==> src/rtl/lane_pack_pkg.sv <==
// Shared widths, FSM state type and frame-slot helper for lane_pack_scheduler.
// The LANE_PACK_PAD_CFG_EN build uses this same package unchanged.
package lane_pack_pkg;

  localparam int unsigned FIELD_W    = 5;
  localparam int unsigned NUM_FIELDS = 6;
  localparam int unsigned BYTE_W     = 8;
  localparam int unsigned FRAME_W    = 32;
  localparam int unsigned NUM_BYTES  = 4;
  localparam int unsigned PAD_W      = 2;
  localparam int unsigned SLOT_W     = $clog2(NUM_FIELDS);
  localparam int unsigned BCNT_W     = $clog2(NUM_BYTES);

  localparam logic [PAD_W-1:0] PAD = 2'b11;

  typedef enum logic {
    COLLECT = 1'b0,
    EMIT    = 1'b1
  } state_e;

  // Left-shift that places a field in its slot; slot 0 sits at the frame MSBs.
  function automatic int unsigned slot_shift(input logic [SLOT_W-1:0] slot);
    return FRAME_W - FIELD_W * (32'(slot) + 1);
  endfunction

endpackage

==> src/rtl/lane_rr_arbiter.sv <==
// Combinational round-robin arbiter: grants the first active request at or above
// rr_ptr_i, wrapping around; no grant when enable_i is low.
module lane_rr_arbiter #(
  parameter int unsigned NUM_FIELDS = 6
) (
  input  logic [NUM_FIELDS-1:0]         req_i,
  input  logic [$clog2(NUM_FIELDS)-1:0] rr_ptr_i,
  input  logic                          enable_i,
  output logic [NUM_FIELDS-1:0]         gnt_o
);

  localparam int unsigned PtrW = $clog2(NUM_FIELDS);

  logic [PtrW-1:0] idx;
  logic            found;

  always_comb begin
    gnt_o = '0;
    found = 1'b0;
    idx   = '0;
    for (int unsigned k = 0; k < NUM_FIELDS; k++) begin
      idx = PtrW'((32'(rr_ptr_i) + k) % NUM_FIELDS);
      if (enable_i && !found && req_i[idx]) begin
        gnt_o[idx] = 1'b1;
        found      = 1'b1;
      end
    end
  end

endmodule

==> src/rtl/lane_pack_scheduler.sv <==
// Packs six round-robin-arbitrated 5-bit fields plus 2 pad bits into a 32-bit frame
// and streams it MSB-first as four bytes. Optional macro: LANE_PACK_PAD_CFG_EN (pad_cfg port).
module lane_pack_scheduler
  import lane_pack_pkg::*;
(
  input  logic                          clk,
  input  logic                          areset,
  input  logic [NUM_FIELDS-1:0]         req,
  input  logic [NUM_FIELDS*FIELD_W-1:0] req_data,
`ifdef LANE_PACK_PAD_CFG_EN
  input  logic [PAD_W-1:0]              pad_cfg,
`endif
  output logic [NUM_FIELDS-1:0]         gnt,
  output logic [BYTE_W-1:0]             out_byte,
  output logic                          out_valid,
  input  logic                          out_ready,
  output logic                          out_last,
  output logic                          busy
);

  if (FRAME_W != FIELD_W * NUM_FIELDS + PAD_W || FRAME_W != NUM_BYTES * BYTE_W) begin : g_cfg_check
    $error("lane_pack_scheduler: field, pad and byte widths do not tile the frame");
  end

  state_e              state_q, state_d;
  logic [SLOT_W-1:0]   slot_cnt_q, slot_cnt_d;
  logic [SLOT_W-1:0]   rr_ptr_q, rr_ptr_d;
  logic [BCNT_W-1:0]   byte_cnt_q, byte_cnt_d;
  logic [FRAME_W-1:0]  frame_q, frame_d;

  logic                arb_en;
  logic                gnt_any;
  logic [SLOT_W-1:0]   gnt_idx;
  logic [FIELD_W-1:0]  gnt_field;
  logic [PAD_W-1:0]    pad_val;
  logic [FRAME_W-1:0]  field_mask;
  logic [FRAME_W-1:0]  field_ins;

  assign arb_en = (state_q == COLLECT);

  lane_rr_arbiter #(
    .NUM_FIELDS(NUM_FIELDS)
  ) u_arb (
    .req_i   (req),
    .rr_ptr_i(rr_ptr_q),
    .enable_i(arb_en),
    .gnt_o   (gnt)
  );

`ifdef LANE_PACK_PAD_CFG_EN
  assign pad_val = pad_cfg;
`else
  assign pad_val = PAD;
`endif

  // One-hot grant to index and the granted requester's field.
  always_comb begin
    gnt_idx   = '0;
    gnt_field = '0;
    for (int unsigned i = 0; i < NUM_FIELDS; i++) begin
      if (gnt[i]) begin
        gnt_idx   = SLOT_W'(i);
        gnt_field = req_data[i*FIELD_W +: FIELD_W];
      end
    end
  end

  assign gnt_any    = |gnt;
  assign field_mask = FRAME_W'({FIELD_W{1'b1}}) << slot_shift(slot_cnt_q);
  assign field_ins  = FRAME_W'(gnt_field) << slot_shift(slot_cnt_q);

  always_comb begin
    state_d    = state_q;
    slot_cnt_d = slot_cnt_q;
    rr_ptr_d   = rr_ptr_q;
    byte_cnt_d = byte_cnt_q;
    frame_d    = frame_q;
    unique case (state_q)
      COLLECT: begin
        if (gnt_any) begin
          frame_d  = (frame_q & ~field_mask) | field_ins;
          rr_ptr_d = (gnt_idx == SLOT_W'(NUM_FIELDS - 1)) ? '0 : gnt_idx + SLOT_W'(1);
          if (slot_cnt_q == SLOT_W'(NUM_FIELDS - 1)) begin
            frame_d    = {frame_d[FRAME_W-1:PAD_W], pad_val};
            byte_cnt_d = '0;
            state_d    = EMIT;
          end else begin
            slot_cnt_d = slot_cnt_q + SLOT_W'(1);
          end
        end
      end
      EMIT: begin
        if (out_ready) begin
          byte_cnt_d = byte_cnt_q + BCNT_W'(1);
          if (byte_cnt_q == BCNT_W'(NUM_BYTES - 1)) begin
            slot_cnt_d = '0;
            state_d    = COLLECT;
          end
        end
      end
      default: state_d = COLLECT;
    endcase
  end

  always_ff @(posedge clk or posedge areset) begin
    if (areset) begin
      state_q    <= COLLECT;
      slot_cnt_q <= '0;
      rr_ptr_q   <= '0;
      byte_cnt_q <= '0;
      frame_q    <= '0;
    end else begin
      state_q    <= state_d;
      slot_cnt_q <= slot_cnt_d;
      rr_ptr_q   <= rr_ptr_d;
      byte_cnt_q <= byte_cnt_d;
      frame_q    <= frame_d;
    end
  end

  // Outputs decode registered state only, so reset drops out_valid without a clock.
  assign busy      = (state_q == EMIT);
  assign out_valid = busy;
  assign out_last  = busy && (byte_cnt_q == BCNT_W'(NUM_BYTES - 1));
  assign out_byte  = busy ? BYTE_W'(frame_q >> (BYTE_W * (NUM_BYTES - 1 - 32'(byte_cnt_q))))
                          : '0;

endmodule
==> config.mk <==
export PLATFORM = sky130hd
export DESIGN_NAME = lane_pack_scheduler
export DESIGN_NICKNAME = d
export VERILOG_FILES = /design/src/rtl/lane_pack_pkg.sv /design/src/rtl/lane_rr_arbiter.sv /design/src/rtl/lane_pack_scheduler.sv
export SDC_FILE = /design/constraint.sdc
export NUM_CORES = 1
export LEC_CHECK = 0
export CORE_MARGIN = 5
export CORE_UTILIZATION = 45
export CTS_BUF_LIST = sky130_fd_sc_hd__clkbuf_4
export DETAILED_ROUTE_END_ITERATION = 8
export GPL_TIMING_DRIVEN = 0
export PLACE_DENSITY_LB_ADDON = 0.25
export REMOVE_ABC_BUFFERS = 1
export SYNTH_ARGS = -nofsm -noshare
export SYNTH_HDL_FRONTEND = slang
export SYNTH_SLANG_ARGS = --single-unit
==> constraint.sdc <==
create_clock -name clk -period 6.05 [get_ports clk]
set_input_delay 0.605 -clock clk [delete_from_list [all_inputs] [get_ports clk]]
set_output_delay 0.605 -clock clk [all_outputs]
set_load 0.02 [all_outputs]
[After elaboration in Yosys (flattened, before gate mapping)]
Cells that the tools add are included.
Storage, ports and cells
  flip-flop bits (word level): 41
  input port bits: 39
  output and inout bits: 17
Operators by class
  add/sub/neg operators: 11
  $mul: 1
  div/mod/pow operators: 6
  magnitude comparators: 12
  eq/ne operators: 8
  shifts and indexed selects: 3
  mux-type cells: 63
  bitwise operators: 9
  reductions and logical operators: 27
Operators with widths (number)
  $mod A32 B3 Y32 const B: 5
  $mux W6: 6
  $and A32 B32 Y32: 1
  $mod A3 B3 Y32 const B: 1
  $not A32 Y32: 1
  $or A32 B32 Y32: 1
  $shl A5 B32 Y32: 1
  $shl A5 B32 Y32 const A: 1
  $shr A32 B32 Y8: 1
  $mux W5: 6
  $or A6 B6 Y6: 5
  $mux W3: 9
  $lt A3 B4 Y1 const B: 6
  $mux W1: 22
  $bmux W1 S3: 6
  $demux W1 S3: 6
  $ge A3 B1 Y1 const B: 6
  $logic_and A1 B1 Y1: 18
  $add A3 B1 Y4 const B: 2
  $add A3 B2 Y4 const B: 2
  $add A3 B3 Y4 const B: 2
  $mux W2: 4
  $mux W8: 1
  $ne A2 B2 Y1 const B: 4
  17 further kinds: 23

[Logic depth before layout (Yosys ltp)]
Gate-level depths: netlist of the first run.
  depth in word-level cells: 34
  depth in mapped cells: 21
  mapped depth without buffers: 18

[Modules after synthesis]
Synthesis of the first run repeated with hierarchy kept, for this count alone.
Second synthesis, totals
  cell total of the unflattened synthesis: 548
  area total of the unflattened synthesis: 4610.7 sq um
By module, submodules not included
  lane_pack_scheduler: instances 1, cells an instance 380, area each 3387.0 sq um, seq. area each 1026.0 sq um
  lane_rr_arbiter: instances 1, cells an instance 168, area each 1223.7 sq um, seq. area each 0.0 sq um

[Worst setup path after synthesis of the first run]
Ideal clock, no wire load.
  path type: register to register
  start: reg rr_ptr_q[1]
  end: reg frame_q[25]
  library setup time: 127 ps
  arrival: 4583 ps
  slack: 1341 ps
  cell stages (with the launch flop): 21
  path buffers: 3
  period minus slack after synthesis: 4709 ps
  path through: dfrtp_1 -> clkbuf_1 -> inv_1 -> ha_1 -> clkbuf_2 -> a21oi_4 -> inv_2 -> ha_1 -> nor2b_1 -> a211oi_1 -> or3b_1 -> a22oi_1 -> nor3_1 -> a21o_1 -> buf_4 -> a211o_1 -> a221o_1 -> a32oi_2 -> o221ai_1 -> a32oi_1 -> o21ai_1
On the way
  word-level cells in the longest chain between the ends: 33
  elaborated cells between the ends (all ways): 95
Ends and longest elaborated chain
  start: declaration: line lane_pack_scheduler.sv:27  | logic [SLOT_W-1:0] rr_ptr_q, rr_ptr_d;
  start signal: assignment: line lane_pack_scheduler.sv:115  | rr_ptr_q <= rr_ptr_d;
  parallel branches: the longest is 24 deep, another holds $mod A32 B3 Y32
  $mux W6 (*): line lane_rr_arbiter.sv:23  | if (enable_i && !found && req_i[idx]) begin
  $mux W5 (6 in series): line lane_pack_scheduler.sv:61  | if (gnt[i]) begin
  $shl A5 B32 Y32: line lane_pack_scheduler.sv:70  | assign field_ins = FRAME_W'(gnt_field) << slot_shift(slot_cnt_q);
  $or A32 B32 Y32: line lane_pack_scheduler.sv:81  | frame_d = (frame_q & ~field_mask) | field_ins;
  end signal: assignment: line lane_pack_scheduler.sv:117  | frame_q <= frame_d;
  end: declaration: line lane_pack_scheduler.sv:29  | logic [FRAME_W-1:0] frame_q, frame_d;
Every way passes the cells marked *. The select of a mux whose other input is x is not followed.
A chain may end at the register's enable or synchronous reset.

[Worst setup path after layout of the first run]
  start: reg rr_ptr_q[0]
  end: out gnt[4]
On the way
  word-level cells in the longest chain between the ends: 25
  elaborated cells between the ends (all ways): 85
Ends and longest elaborated chain
  parallel branches: the longest is 24 deep, another holds $mod A32 B3 Y32
  $mux W6 (*): line lane_rr_arbiter.sv:23
  end: declaration: line lane_pack_scheduler.sv:13  | output logic [NUM_FIELDS-1:0] gnt,
Marked as above.

==> metrics, run 1 <==
run status finished clean; number of detailed-routing iterations run before antenna repair 5; combinational family with the most area after synthesis compound AO/OA/AOI/OAI gates; dominant cell type by area after synthesis sky130_fd_sc_hd__dfrtp_1; critical path data arrival time 5030 ps; simple-gate share of the synthesized area 0.186; number of flops mapped to enable cells by yosys 0; Std-Cell Rows 37; grt ovf 0; min cycle time layout between 5000 and 6000 ps; detail-routed via count per cell 6.54; final core utilization 0.524; global router's overall resource usage 0.220; die span in y 112 um; endpoints failing hold 0; largest net degree at the start of global routing 42; hold path cells 1; number of nets with antenna violations after routing 0; global-route wire length before repair between 20 and 25 mm; fin crit share 0.932; top flip-flop cell by instance count after synthesis sky130_fd_sc_hd__dfrtp_1; hold buffer count at CTS 0; number of buffers created by CTS 5; DP HPWL ~11 mm; routed wirelength normalized by instance count slightly below 20 um; fillcell total 978; drc violations 0; CTS H-Tree Depth 2; share of the synthesized netlist area taken by xor and xnor gates 0.0300; r2r endpoint frame_q[20]; width of the chip between 100 and 150 um; unique cell type count in the Yosys netlist 85; clock slew seen by the registers of the worst setup and hold paths 130 ps; compound-gate portion of the synthesized area 0.362; number of buffers on the longest clock path 2; nature of the critical path endpoint primary output; number of global-route vias before repair between 4000 and 5000; antenna violations before repair 0; Clk Tree Root Cell sky130_fd_sc_hd__clkbuf_4; last weighted congestion value of the routability-driven placer around 1; largest fanout on the critical path 22; total via count in the routed design approximately 4800; cell types with the largest area share after synthesis sky130_fd_sc_hd__dfrtp_1, sky130_fd_sc_hd__ha_1, sky130_fd_sc_hd__o21ai_0; Max-cap violations 0; number of instances in the synthesized netlist around 560; count of pins over their slew limit 0; number of clock sinks 41; Final setup viols 0; type of the worst min-delay path reg2reg; number of nets at the end of the flow 664; Die ar. 12500 um^2; top-area cell type share of the netlist area 0.220; cells on worst reg2reg path 16; proportion of synthesized flip-flops having asynchronous set or reset 1.00; floorplan core area 10200 um^2; post-synthesis sequential area ratio 0.220; origin of the worst min-delay path frame_q[3]; Critical Path RT 5440 ps; worst-case clock skew around 25 ps; worst min-delay path endpoint frame_q[3]; Worst setup SP type flip-flop; wire length reported by the detailed router 14.3 mm; area growth from synthesis to layout 14.8%; synthesized flop and latch total 41; footprint of the flip-flops and latches 1030 um^2; summed negative setup slack over all endpoints 0 ps; count of input and output buffers 55; startpoint of the worst-slack reg-to-reg timing path rr_ptr_q[0]; area of combinational cells with multiple inputs between 3000 and 4000 um^2; maximum frequency from static timing analysis 0.177 GHz; fraction of synthesized area in multiplexers 0.0811; diode count 0; clock insertion delay at the later pin of the skew report 370 ps; startpoint-to-endpoint class of the critical path reg2out; number of I/O pins 56; initial cell density of the core 0.457; Max transition margin 0.429; setup repair after global routing missed its margin false; post-synth design cell area 4670 um^2; Post-Syn Area per Cell 8.32 um^2; count of yosys warnings during synthesis 0; violation count after the first detailed-route iteration 392; share of post-route cells with drive strength above 1 0.0883; worst setup slack for register-to-register paths 520 ps; synthesized-area fraction occupied by adder cells 0.0696; clock tree from TritonCTS done; slew of the pin with the lowest slew margin 855 ps
## worst max-delay path by stage
stage | slack [ps] | startpoint | end
global route | 10 | slot_cnt_q[0] | frame_q[29]
finish | 410 | rr_ptr_q[0] | gnt[4]
global placement | -550 | rr_ptr_q[0] | frame_q[17]
detailed placement | 2 | rr_ptr_q[0] | frame_q[17]
floorplan | 740 | rr_ptr_q[0] | frame_q[25]
CTS | 100 | rr_ptr_q[0] | gnt[1]
## cell usage after synthesis (all sizes together), types with 4 or more instances
cell / instances
a22o: 4
nor2b: 6
and3: 5
a21oi: 22
a211o: 7
clkbuf: 16
ha: 26
a311oi: 4
o21ai: 56
nand2b: 4
and2: 11
nor2: 35
a211oi: 18
nand2: 54
a31oi: 11
o32ai: 4
mux2i: 12
nor3: 11
a21boi: 5
o21a: 4
inv: 30
xor2: 5
nand3: 19
xnor2: 8
o211ai: 12
mux4: 9
a21o: 5
o22ai: 5
a32oi: 9
nand4: 4
o31ai: 8
mux2: 5
o32a: 4
or3: 7
buf: 10
dfrtp: 41
o221ai: 13
nor3b: 4
a22oi: 10
## per-layer routing
layer	global-route usage	vias up	share of wire
li1	-	2267	-
met3	0.0321	23	0.072
met4	0.0592	0	0.018
met2	0.372	194	0.47
met5	0	-	0
met1	0.295	2330	0.44
## cell type report
| class | count | share of cell area |
|---|---|---|
| Inverter | 31 | 0.0217 |
| Clock inverter | 1 | 0.000700 |
| Multi-Input combinational cell | 464 | 0.637 |
| Sequential cell | 41 | 0.192 |
| Tap cell | 136 | 0.0317 |
| Clock buffer | 7 | 0.00980 |
| Timing Repair Buffer | 56 | 0.107 |
## flip-flops by register name (all words and copies together) (netlist names)
register / cells
frame_q: 32
rr_ptr_q: 3
slot_cnt_q: 3
byte_cnt_q: 2
busy: 1
## critical path, stage by stage (launching register included)
cell and delay, ps:
sky130_fd_sc_hd__dfrtp_4 660, sky130_fd_sc_hd__inv_2 230, sky130_fd_sc_hd__ha_1 330, sky130_fd_sc_hd__xnor2_4 320, sky130_fd_sc_hd__ha_1 300, sky130_fd_sc_hd__nor2b_1 290, sky130_fd_sc_hd__a211oi_1 140, sky130_fd_sc_hd__o21ai_1 340
sky130_fd_sc_hd__a22oi_1 240, sky130_fd_sc_hd__o41a_1 430, sky130_fd_sc_hd__or3_1 470, sky130_fd_sc_hd__o21ai_0 240, sky130_fd_sc_hd__clkdlybuf4s50_1 650
## stage by stage
stage | cells | setup slack (ps) | hold slack [ps] | instance area (um^2)
after floorplan | 536 | 736 | 451 | 4550
after global placement | 727 | -548 | 477 | 5270
after detailed placement | 727 | 2.23 | 489 | 5270
after CTS | 735 | 104 | 521 | 5330
after global routing | 736 | 12.9 | 551 | 5360
final | 736 | 413 | 520 | 5360
## timing repair
item | CTS | global route
gates resized for setup | 1 | 3
buffers inserted | 0 | 1
endpoints found under the setup margin | 7 | 31
## cell families after synthesis
kind of cell | count (synthesis)
adders and majority gates | 26
and+or+nand+nor | 173
muxes | 26
xor gates and xnor gates | 13
buffers and inverters | 57
DFF | 41
AOI/OAI and AO/OA | 226
## placed cells by master (no fill, tap or decap), types with 5 or more instances in the layout
cell,n
sky130_fd_sc_hd__a211o_1,7
sky130_fd_sc_hd__a211oi_1,18
sky130_fd_sc_hd__a21o_1,5
sky130_fd_sc_hd__a21oi_1,21
sky130_fd_sc_hd__a22oi_1,10
sky130_fd_sc_hd__a31oi_1,11
sky130_fd_sc_hd__a32oi_1,8
sky130_fd_sc_hd__and2_1,11
sky130_fd_sc_hd__and3_1,5
sky130_fd_sc_hd__clkbuf_4,7
sky130_fd_sc_hd__clkdlybuf4s50_1,55
sky130_fd_sc_hd__dfrtp_1,39
sky130_fd_sc_hd__ha_1,26
sky130_fd_sc_hd__inv_1,26
sky130_fd_sc_hd__mux2_2,5
sky130_fd_sc_hd__mux2i_1,12
sky130_fd_sc_hd__mux4_2,9
sky130_fd_sc_hd__nand2_1,54
sky130_fd_sc_hd__nand3_1,19
sky130_fd_sc_hd__nor2_1,33
sky130_fd_sc_hd__nor2b_1,6
sky130_fd_sc_hd__nor3_1,8
sky130_fd_sc_hd__o211ai_1,12
sky130_fd_sc_hd__o21ai_0,45
sky130_fd_sc_hd__o21ai_1,11
sky130_fd_sc_hd__o221ai_1,13
sky130_fd_sc_hd__or3_1,7
sky130_fd_sc_hd__xnor2_1,7
Power of run 1 is left out: the tool's default activity adds up to more than one toggle a clock period on the data nets, which glitch-free logic cannot reach.
==> run 2: changes to the inputs <==
- clock period: 6.05 -> 6.98 ns (I/O delays scaled with it)
==> metrics, run 2 (synthesized netlist as in run 1, its figures left out) <==
global router's overall resource usage 0.220 (about the same); number of nets at the end of the flow 663 (was 664); largest fanout on the critical path 41 (was 22); worst-case clock skew 25.6 ps (was 25.5 ps); endpoints failing hold 0 (unchanged); total met2 wirelength after detailed routing 6.68 mm (was 6.74 mm); fin crit share 0.914; fillcell total 987 (was 978); Critical Path RT 6280 ps (was 5440 ps); hold path cells 2 (was 1); r2r endpoint frame_q[17] (was frame_q[20]); worst hold slack across all endpoints 522 ps (was 520 ps); total via count in the routed design 4824 (was 4814); wire length reported by the detailed router 14.2 mm (was 14.3 mm); Std-Cell Rows 37 (unchanged); worst min-delay path endpoint frame_q[17] (was frame_q[3]); Biggest register frame_q (unchanged); worst setup slack for register-to-register paths 720 ps (was 520 ps); metal3 WL 1.13 mm (was 1.02 mm); count of input and output buffers 55 (unchanged); global-route wire length before repair 23.1 mm (about the same); setup repair after global routing missed its margin false (unchanged); clock insertion delay at the later pin of the skew report 370 ps (about the same); Post-Route M1 WL 6.14 mm (was 6.25 mm); Max-cap violations 0 (unchanged); Final setup viols 0 (unchanged); CTS H-Tree Depth 2 (unchanged); run status finished clean (unchanged); Clk Tree Root Cell sky130_fd_sc_hd__clkbuf_4 (unchanged); grt ovf 0 (unchanged); number of I/O pins 56 (unchanged); slew of the pin with the lowest slew margin 886 ps (was 855 ps); Post-CTS Setup Repair Bufs 0 (unchanged); number of clock sinks 41 (unchanged); routed wirelength normalized by instance count 19.3 um (was 19.4 um); clock slew seen by the registers of the worst setup and hold paths 140 ps (was 130 ps); number of buffers on the longest clock path 2 (unchanged); critical path data arrival time 5680 ps (was 5030 ps); antenna violations before repair 0 (unchanged); startpoint-to-endpoint class of the critical path reg2out (unchanged); number of nets with antenna violations after routing 0 (unchanged); detail-routed via count per cell 6.56 (was 6.54); most frequent cells in the layout sky130_fd_sc_hd__clkdlybuf4s50_1, sky130_fd_sc_hd__nand2_1, sky130_fd_sc_hd__o21ai_0 (unchanged); nature of the critical path endpoint primary output (unchanged); Max transition margin 0.409 (was 0.429); final std cell area, no fill 5320 um^2 (was 5360 um^2); share of post-route cells with drive strength above 1 0.0851 (was 0.0883); count of pins over their slew limit 0 (unchanged); initial cell density of the core 0.457 (unchanged); largest net degree at the start of global routing 42 (unchanged); startpoint of the worst-slack reg-to-reg timing path rr_ptr_q[0] (unchanged); violation count after the first detailed-route iteration 414 (was 392); area growth from synthesis to layout 13.9% (was 14.8%); summed negative setup slack over all endpoints 0 ps (unchanged); leading cell type in the layout, fill and taps excluded sky130_fd_sc_hd__clkdlybuf4s50_1 (unchanged); number of global-route vias before repair 4560 (unchanged); origin of the worst min-delay path frame_q[17] (was frame_q[3]); clock tree from TritonCTS done (unchanged); flip-flop count of the largest register, all copies and words added 32 (unchanged); top routing layer in use met4 (unchanged); Regs by FF count frame_q (32), rr_ptr_q (3), slot_cnt_q (3) (unchanged); Worst setup SP type flip-flop (unchanged); maximum frequency from static timing analysis 0.157 GHz; number of gates resized after cts 0 (was 1); width of the chip 112 um (unchanged); Area after DPL 5270 um^2 (unchanged); number of buffers created by CTS 5 (unchanged); drc violations 0 (unchanged); DP HPWL 11.0 mm (unchanged); floorplan core area 10200 um^2 (unchanged); hold buffer count at CTS 0 (unchanged); cells on worst reg2reg path 16 (unchanged); min cycle time layout ~6400 ps; Die ar. 12500 um^2 (unchanged); die span in y 112 um (unchanged); number of detailed-routing iterations run before antenna repair 5 (unchanged); diode count 0 (unchanged); type of the worst min-delay path reg2reg (unchanged); last weighted congestion value of the routability-driven placer 0.997 (unchanged)
-- run 2: cell types whose count changed in the layout (fill, tap and decap cells not counted), sizes merged --
cell | previous run | this run
clkbuf | 8 | 7
-- run 2: cell type report --
class	instances	area (um^2)	share of cell area
clock buffers	7	52.6	0.00987
clock inverters	1	3.75	0.000705
inverters	31	116	0.0219
multi-input cells	464	3400	0.639
flip-flops and latches	41	1030	0.193
well taps	136	170	0.0320
repair buffers	55	551	0.103
-- run 2: how the worst max path moves through the flow --
stage                            from           to  slack (ps)  cells past startpoint
after floorplan           rr_ptr_q[0]  frame_q[25]        1670                     16
after global placement    rr_ptr_q[0]  frame_q[17]         380                     16
after detailed placement  rr_ptr_q[0]  frame_q[17]         930                     16
after CTS                 rr_ptr_q[0]       gnt[1]         640                     14
after global routing      rr_ptr_q[0]       gnt[1]         210                     14
final                     rr_ptr_q[0]       gnt[1]         600                     14
-- run 2: metal layers --
layer,vias to the layer above,track usage
met3,22,0.0321
met5,-,0
met2,229,0.371
li1,2270,-
met4,0,0.0592
met1,2303,0.295
-- run 2: through the flow --
step / utilization / worst slack [ps] / instances
6_report: 0.520 / 603 / 735
5_1_grt: 0.520 / 211 / 735
4_1_cts: 0.520 / 643 / 735
3_5_place_dp: 0.515 / 932 / 727
3_3_place_gp: 0.515 / 382 / 727
2_1_floorplan: - / 1670 / 536
-- run 2: worst max-delay path, stage by stage (launching register included) --
cell	delay (ps)
sky130_fd_sc_hd__dfrtp_2	960
sky130_fd_sc_hd__inv_2	350
sky130_fd_sc_hd__ha_1	350
sky130_fd_sc_hd__xnor2_2	440
sky130_fd_sc_hd__ha_1	330
sky130_fd_sc_hd__nor2b_1	290
sky130_fd_sc_hd__a211oi_1	130
sky130_fd_sc_hd__or3b_1	420
sky130_fd_sc_hd__a22o_1	260
sky130_fd_sc_hd__o31a_1	360
sky130_fd_sc_hd__a211o_1	430
sky130_fd_sc_hd__nor2_1	130
sky130_fd_sc_hd__a21oi_1	90
sky130_fd_sc_hd__inv_1	140
sky130_fd_sc_hd__clkdlybuf4s50_1	610
Power of run 2 is left out for the same reason.
